### config.mk
export PLATFORM = sky130hd
export DESIGN_NAME = mem_arbiter
export DESIGN_NICKNAME = d
export VERILOG_FILES = /design/src/rtl/mem_arbiter.sv
export SDC_FILE = /design/constraint.sdc
export NUM_CORES = 1
export LEC_CHECK = 0
export ABC_AREA = 1
export CAP_MARGIN = 20
export CELL_PAD_IN_SITES_DETAIL_PLACEMENT = 0
export CELL_PAD_IN_SITES_GLOBAL_PLACEMENT = 1
export CORE_ASPECT_RATIO = 0.8
export CORE_UTILIZATION = 26
export CTS_CLUSTER_DIAMETER = 50
export DETAILED_ROUTE_END_ITERATION = 10
export PLACE_DENSITY = 0.8
export REMOVE_ABC_BUFFERS = 1
export SLEW_MARGIN = 15
export SYNTH_ARGS = -nofsm -noshare
export SYNTH_HDL_FRONTEND = slang
export SYNTH_SLANG_ARGS = --single-unit
### constraint.sdc
create_clock -name clock -period 1.3 [get_ports clock]
set_clock_uncertainty 0.15 [all_clocks]
set_input_delay 0.325 -clock clock [delete_from_list [all_inputs] [get_ports clock]]
set_output_delay 0.325 -clock clock [all_outputs]
set_load 0.02 [all_outputs]
### src/rtl/mem_arbiter.sv
// mem_arbiter: shares one single-port synchronous RAM between the CPU data
// port (read/write) and the video fetch port (read-only). One access is in
// flight at a time with a fixed three-cycle latency. Ties are broken
// round-robin, and a starvation counter hands video absolute priority once it
// has waited long enough.
module mem_arbiter #(
  parameter int AW           = 16,
  parameter int DW           = 8,
  parameter int VID_MAX_WAIT = 8
) (
  input  logic          clock,
  input  logic          reset_n,
  input  logic          cpu_req,
  input  logic          cpu_we,
  input  logic [AW-1:0] cpu_address,
  input  logic [DW-1:0] cpu_data_o,
  output logic [DW-1:0] cpu_data_i,
  output logic          cpu_ack,
  input  logic          vid_req,
  input  logic [AW-1:0] vid_address,
  output logic [DW-1:0] vid_data,
  output logic          vid_ack,
  output logic [AW-1:0] mem_address,
  output logic [DW-1:0] mem_data_o,
  input  logic [DW-1:0] mem_data_i,
  output logic          mem_we,
  output logic          busy
);

  localparam int WW = $clog2(VID_MAX_WAIT) + 1;
  localparam logic [WW-1:0] WaitMax = WW'(VID_MAX_WAIT);

  typedef enum logic [1:0] {IDLE, ACC, RESP} state_e;
  typedef enum logic {OWNER_CPU, OWNER_VID} owner_e;

  state_e        state_q, state_d;
  owner_e        owner_q, owner_d;
  owner_e        last_q, last_d;
  logic          isWrite_q, isWrite_d;
  logic [WW-1:0] waitCnt_q, waitCnt_d;
  logic [AW-1:0] memAddress_q, memAddress_d;
  logic [DW-1:0] memDataOut_q, memDataOut_d;
  logic          memWe_q, memWe_d;
  logic [DW-1:0] cpuData_q, cpuData_d;
  logic [DW-1:0] vidData_q, vidData_d;
  logic          cpuAck_q, cpuAck_d;
  logic          vidAck_q, vidAck_d;
  logic          grantCpu, grantVid;

  // Decide who wins the RAM in IDLE: a lone requester always wins; on a tie a
  // starved video port wins outright, otherwise whoever was not served last.
  always_comb begin
    grantCpu = 1'b0;
    grantVid = 1'b0;
    if (state_q == IDLE) begin
      if (cpu_req && vid_req) begin
        if (waitCnt_q >= WaitMax) begin
          grantVid = 1'b1;
        end else if (last_q == OWNER_VID) begin
          grantCpu = 1'b1;
        end else begin
          grantVid = 1'b1;
        end
      end else if (cpu_req) begin
        grantCpu = 1'b1;
      end else if (vid_req) begin
        grantVid = 1'b1;
      end
    end
  end

  // Next-state logic: IDLE launches the granted access, ACC lets the RAM
  // sample address/we, RESP captures read data and raises the owner's ack.
  always_comb begin
    state_d      = state_q;
    owner_d      = owner_q;
    last_d       = last_q;
    isWrite_d    = isWrite_q;
    memAddress_d = memAddress_q;
    memDataOut_d = memDataOut_q;
    memWe_d      = memWe_q;
    cpuData_d    = cpuData_q;
    vidData_d    = vidData_q;
    cpuAck_d     = 1'b0;
    vidAck_d     = 1'b0;
    case (state_q)
      IDLE: begin
        if (grantCpu) begin
          owner_d      = OWNER_CPU;
          isWrite_d    = cpu_we;
          memAddress_d = cpu_address;
          memDataOut_d = cpu_data_o;
          memWe_d      = cpu_we;
          state_d      = ACC;
        end else if (grantVid) begin
          owner_d      = OWNER_VID;
          isWrite_d    = 1'b0;
          memAddress_d = vid_address;
          memWe_d      = 1'b0;
          state_d      = ACC;
        end
      end
      ACC: begin
        memWe_d = 1'b0;
        state_d = RESP;
      end
      RESP: begin
        if (owner_q == OWNER_CPU) begin
          cpuAck_d = 1'b1;
          if (!isWrite_q) begin
            cpuData_d = mem_data_i;
          end
        end else begin
          vidAck_d  = 1'b1;
          vidData_d = mem_data_i;
        end
        last_d  = owner_q;
        state_d = IDLE;
      end
      default: begin
        memWe_d = 1'b0;
        state_d = IDLE;
      end
    endcase
  end

  // Starvation counter: counts cycles video is kept waiting, holds while video
  // owns the RAM, and clears once video is granted or withdraws its request.
  always_comb begin
    waitCnt_d = waitCnt_q;
    if (!vid_req || grantVid) begin
      waitCnt_d = '0;
    end else if (!(state_q != IDLE && owner_q == OWNER_VID)) begin
      if (waitCnt_q < WaitMax) begin
        waitCnt_d = waitCnt_q + WW'(1);
      end
    end
  end

  // State register; reset aborts any access in flight without producing an ack.
  always_ff @(posedge clock) begin
    if (!reset_n) begin
      state_q      <= IDLE;
      owner_q      <= OWNER_CPU;
      last_q       <= OWNER_VID;
      isWrite_q    <= 1'b0;
      waitCnt_q    <= '0;
      memAddress_q <= '0;
      memDataOut_q <= '0;
      memWe_q      <= 1'b0;
      cpuData_q    <= '0;
      vidData_q    <= '0;
      cpuAck_q     <= 1'b0;
      vidAck_q     <= 1'b0;
    end else begin
      state_q      <= state_d;
      owner_q      <= owner_d;
      last_q       <= last_d;
      isWrite_q    <= isWrite_d;
      waitCnt_q    <= waitCnt_d;
      memAddress_q <= memAddress_d;
      memDataOut_q <= memDataOut_d;
      memWe_q      <= memWe_d;
      cpuData_q    <= cpuData_d;
      vidData_q    <= vidData_d;
      cpuAck_q     <= cpuAck_d;
      vidAck_q     <= vidAck_d;
    end
  end

  assign mem_address = memAddress_q;
  assign mem_data_o  = memDataOut_q;
  assign mem_we      = memWe_q;
  assign cpu_data_i  = cpuData_q;
  assign vid_data    = vidData_q;
  assign cpu_ack     = cpuAck_q;
  assign vid_ack     = vidAck_q;
  assign busy        = (state_q != IDLE);

endmodule

* Word level (Yosys, flattened, before mapping)
Index checks and enable logic that the tools add are counted.
** Word-level totals
- Bits in registers :: 52
- Input port bits :: 53
- Output and inout port bits :: 44
** Operators by class
- $add $sub $neg :: 1
- Magnitude comparators :: 2
- Equal/unequal tests :: 3
- Mux-type cells :: 23
- Bitwise gates (word level) :: 5
- Reduce and logical (&&, ||, !) cells :: 15
** Operators by type and width (number)
- 16-bit 2-to-1 mux :: 2
- 1-bit 2-to-1 mux :: 17
- 2-bit AND reduction :: 6
- 1-bit NOT :: 5
- 4-bit by 1-bit adder with 4-bit output (second input constant) :: 1
- 4-bit greater-or-equal comparator (second input constant) :: 1
- 4-bit less-than comparator (second input constant) :: 1
- 2-bit 2-to-1 mux :: 2
- 2-bit one-hot mux with 2 select lines :: 1
- 2-bit nonzero test :: 2
- 3-bit inequality test (second input constant) :: 1
- 3-bit AND reduction :: 1
- 2-bit by 1-bit == test with 1-bit output (second input constant) :: 1
- 2-bit == test (second input constant) :: 1
- 1-bit logical AND :: 2
- 2-bit zero test :: 1
- 1-bit one-hot mux with 2 select lines :: 1
- 2-bit OR reduction :: 1
- 1-bit zero test :: 1
- 1-bit logical OR :: 1

* Longest topological paths before layout
- Word-level depth :: 7
- Depth in mapped cells :: 8
- Gate-level depth less buffers :: 7

* Least setup slack after synthesis
No wires, ideal clock.
- Path type :: reg2reg
- From :: register state_q[0]
- To :: register memAddress_q[15], in the netlist mem_address[15]
- Library setup time :: 0.113 ns
- Arrival time :: 1.040 ns
- Required time :: 1.037 ns
- Slack :: -0.003 ns
- Cell stages (with the launch flop) :: 8
- Buffers on the path :: 1
- Cell sequence :: dfxtp_1 inv_2 nand2_2 nor2_8 buf_4 nand3_1 nand3_1 nand2_1
** Between the ends
- Word-level cells in the longest chain between the ends :: 4
- Elaborated cells on any way between the ends :: 6
** RTL lines
- start: declaration :: RTL line 36 : state_e state_q, state_d;
- start signal: assignment :: RTL line 156 : state_q <= state_d;
- 2-bit zero test * :: RTL line 55, 86
- 1-bit 2-to-1 mux :: RTL line 55 : if (state_q == IDLE) begin
- 2-bit nonzero test (no source line)
- 2-bit AND reduction (no source line)
- end signal: assignment :: RTL line 161 : memAddress_q <= memAddress_d;
- end: declaration :: RTL line 41 : logic [AW-1:0] memAddress_q, memAddress_d;
Mark *: on every way between the ends. The rest lies on a longest branch, timed or not.
A chain may end at the register's enable or synchronous reset.

* Final worst setup path
- From :: register state_q[1]
- To :: register memDataOut_q[5], in the netlist mem_data_o[5]
** Between the ends
- Word-level cells in the longest chain between the ends :: 3
** RTL lines
- 2-bit zero test * :: RTL line 55, 86
- 1-bit 2-to-1 mux :: RTL line 55
- 2-bit AND reduction (no source line) *
- end signal: assignment :: RTL line 162 : memDataOut_q <= memDataOut_d;
- end: declaration :: RTL line 42 : logic [DW-1:0] memDataOut_q, memDataOut_d;
Marked as above.

==> results <==
## flip-flops by register name, summed over array words and instances (netlist names)
| name | count |
|---|---|
| mem_data_o | 8 |
| vid_data | 8 |
| cpu_ack | 1 |
| state_q | 2 |
| vid_ack | 1 |
| isWrite_q | 1 |
| last_q | 1 |
| owner_q | 1 |
| waitCnt_q | 4 |
| mem_we | 1 |
| mem_address | 16 |
| cpu_data_i | 8 |
## cells in the final DEF (no fill, tap or decap), drive strengths merged
cell type	synthesis	final
o21ai	1	1
clkinv	1	1
nand2	101	102
dfxtp	52	52
a21oi	15	15
nand3b	8	8
clkdlybuf4s50	0	49
ha	2	2
nor2	23	23
clkinvlp	0	3
dlygate4sd2	0	3
inv	45	45
buf	10	73
nor3	2	2
nand3	57	57
clkbuf	2	7
## per-stage QoR
step	TNS, ns	power [mW]	setup WS [ns]
floorplan	-4.39	2.21	-0.212
global placement	-23.28	2.75	-0.521
detailed placement	-22.85	2.76	-0.523
CTS	-1.51	3.62	-0.0917
global route	-6.35	3.92	-0.206
finish	-2.67	3.70	-0.124
## power by group
group	internal, mW	switching, mW
clock network	0.368	0.505
registers	1.72	0.0753
logic	0.519	0.516
## worst reg2reg max path, cell delays in order, from the launching register on
cell and delay, ns:
dfxtp_2 0.33, inv_2 0.08, nand2_4 0.06, buf_6 0.13, nor2_8 0.18, nand2_4 0.08, buf_4 0.15, inv_6 0.07
nor2_1 0.04, nor2_1 0.08
## layer usage
metal	part of all wire	vias up	global-route usage
met5	0	-	0
met4	0.012	0	0.0461
met3	0.045	7	0.0304
met2	0.45	63	0.218
met1	0.49	1075	0.206
li1	-	1238	-
## worst min-delay path by stage
stage                    startpoint              end  slack (ns)  cells past startpoint
finish               mem_address[5]   mem_address[5]        0.31                      2
global route         mem_address[8]   mem_address[8]        0.33                      2
CTS                 mem_address[12]  mem_address[12]        0.31                      2
detailed placement   mem_address[2]   mem_address[2]        0.29                      2
global placement    mem_address[13]  mem_address[13]        0.29                      2
floorplan                   reset_n           last_q        0.26                      1
## what timing repair did
action,4_1_cts,5_1_grt
hold buffers,0,0
resized for setup,212,96
endpoints found under the setup margin,89,86
cloned,2,3
setup buffers,1,5
pin swaps,2,14
## logic make-up (layout without fill, tap and decap cells)
group,after synthesis,in the layout,synth area share
compound gates,16,16,0.0402
fa+ha+maj,2,2,0.0110
buf+inv,58,181,0.111
flops,52,52,0.458
simple gates,191,192,0.380
## layout make-up
| type | instances | area, um^2 | area share |
|---|---|---|---|
| clock buffer | 6 | 72.6 | 0.0190 |
| clock inverter | 1 | 5.00 | 0.00131 |
| inverter | 46 | 184 | 0.0481 |
| multi-input combinational | 210 | 1150 | 0.300 |
| sequential | 52 | 1090 | 0.284 |
| tap | 112 | 140 | 0.0366 |
| timing repair buffer | 126 | 1180 | 0.308 |
| timing repair inverter | 2 | 15.0 | 0.00392 |
==> flow_summary.yaml <==
global_routing:
  overflow: 0
  grt_max_degree: 18
  first_global_vias: 2180
  track_usage: 0.145
  antenna_found_initial: 0
  grt_first_pass_wirelength_um: 10500
setup_path:
  reg2reg_to: "mem_data_o[5]"
  crit_required_ns: 1.38
  worstSetupPathType: "flip-flop to flip-flop"
  crit_fanout: 8
  r2r_cells: 9
  crit_path_top_delay_cell: "dfxtp_2"
  startpoint: "state_q[1]"
  rrSetupSlack_ns: -0.12
  cp_top_family: "simple AND/OR/NAND/NOR gates"
  crit_end: "mem_data_o[5]"
  crit_cells: 9
  max_stage_delay_ns: 0.33
  start_kind: "flip-flop"
  r2r_start: "state_q[1]"
  path_buf_inv: 4
  critPathArrivalTime_ns: 1.50
  end_kind: "flip-flop"
  critical_path.cell_chain: "inv_2 > nand2_4 > buf_6 > nor2_8 > nand2_4 > buf_4 > inv_6 > nor2_1 > nor2_1"
place:
  place_inst: 537
  gp_congestion: 0.742
  numPortBuffers: 96
  place_area_um2: 3510
  dp.final_hpwl_um: 4600
drt:
  drtIter0Drc: 56
  dr_total_vias: 2383
  via_per_inst: 4.29
  drc: 0
  drtPass1Iterations: 4
  drtAntennaViolNets: 0
  wl_um: 6790
  wl_per_cell_um: 12.2
logic_synthesis:
  synthTopCellsByArea: "dfxtp_1, nand2_1, nand3_1"
  synth_top_area_frac: 0.458
  synth-seq-cells: 52
  synth_edf_count: 0
  async_flop_share: 0
  synth_area_um2: 2270
  synth_area_leader_cell: "dfxtp_1"
  yosysWarnings: 0
  synthCells: 319
  postSynthAreaPerCell_um2: 7.13
  synthTopCellsByCount: "nand2_1, nand3_1, dfxtp_1, inv_1, nor2_1"
  seq_area_frac_synth: 0.458
  synth_most_common_cell: "nand2_1"
  synth_top_flop_cell: "dfxtp_1"
  yosysUniqueCellTypes: 23
sta:
  whs_ns: 0.306
  finalMaxSlewViolations: 0
  rsz0062_at_grt: "true"
  slew_headroom: 0.808
  finalCritPeriodShare: 1.10
  worst_pin_slew_ns: 0.289
  period_minus_slack_ns: 1.42
  worst_slack_ns: -0.124
  finalSetupViolations: 40
  fmax_mhz: 702
  hold_violations: 0
power:
  p_leak_nw: 1.82
  ir_worst_vdd_uv: 380
  power.density_nw_per_um2: 967
die:
  die_h_um: 85.6
  rows: 30
  ios: 97
  die_w_um: 107
  die_area_um2: 9120
  start_util: 0.268
  core-area_um2: 8480
flow_run:
  cap_violations: 0
clock_tree:
  clk_path_buf_depth: 2
  htreeDepth: 2
  cts_sinks: 52
  cts_tree: "built"
  clk_pin_slew_ns: 0.09
  numCtsBuffers: 5
  root_buffer: "clkbuf_8"
  insertion_delay_ns: 0.30
final_layout:
  insertedDiodeCount: 0
  n_fill_cell: 884
  final_cells: 555
  finalInstanceArea_um2: 3830
  syn_to_final_growth_pct: 68.3
  utilization: 0.451
  drive_gt1_frac: 0.363
  fin_nets: 498
status:
  status: "finished, violations left"
  violations: "setup timing"
worst_hold_path:
  hp-class: "flip-flop to flip-flop"
(Power assumes the default switching activity.)
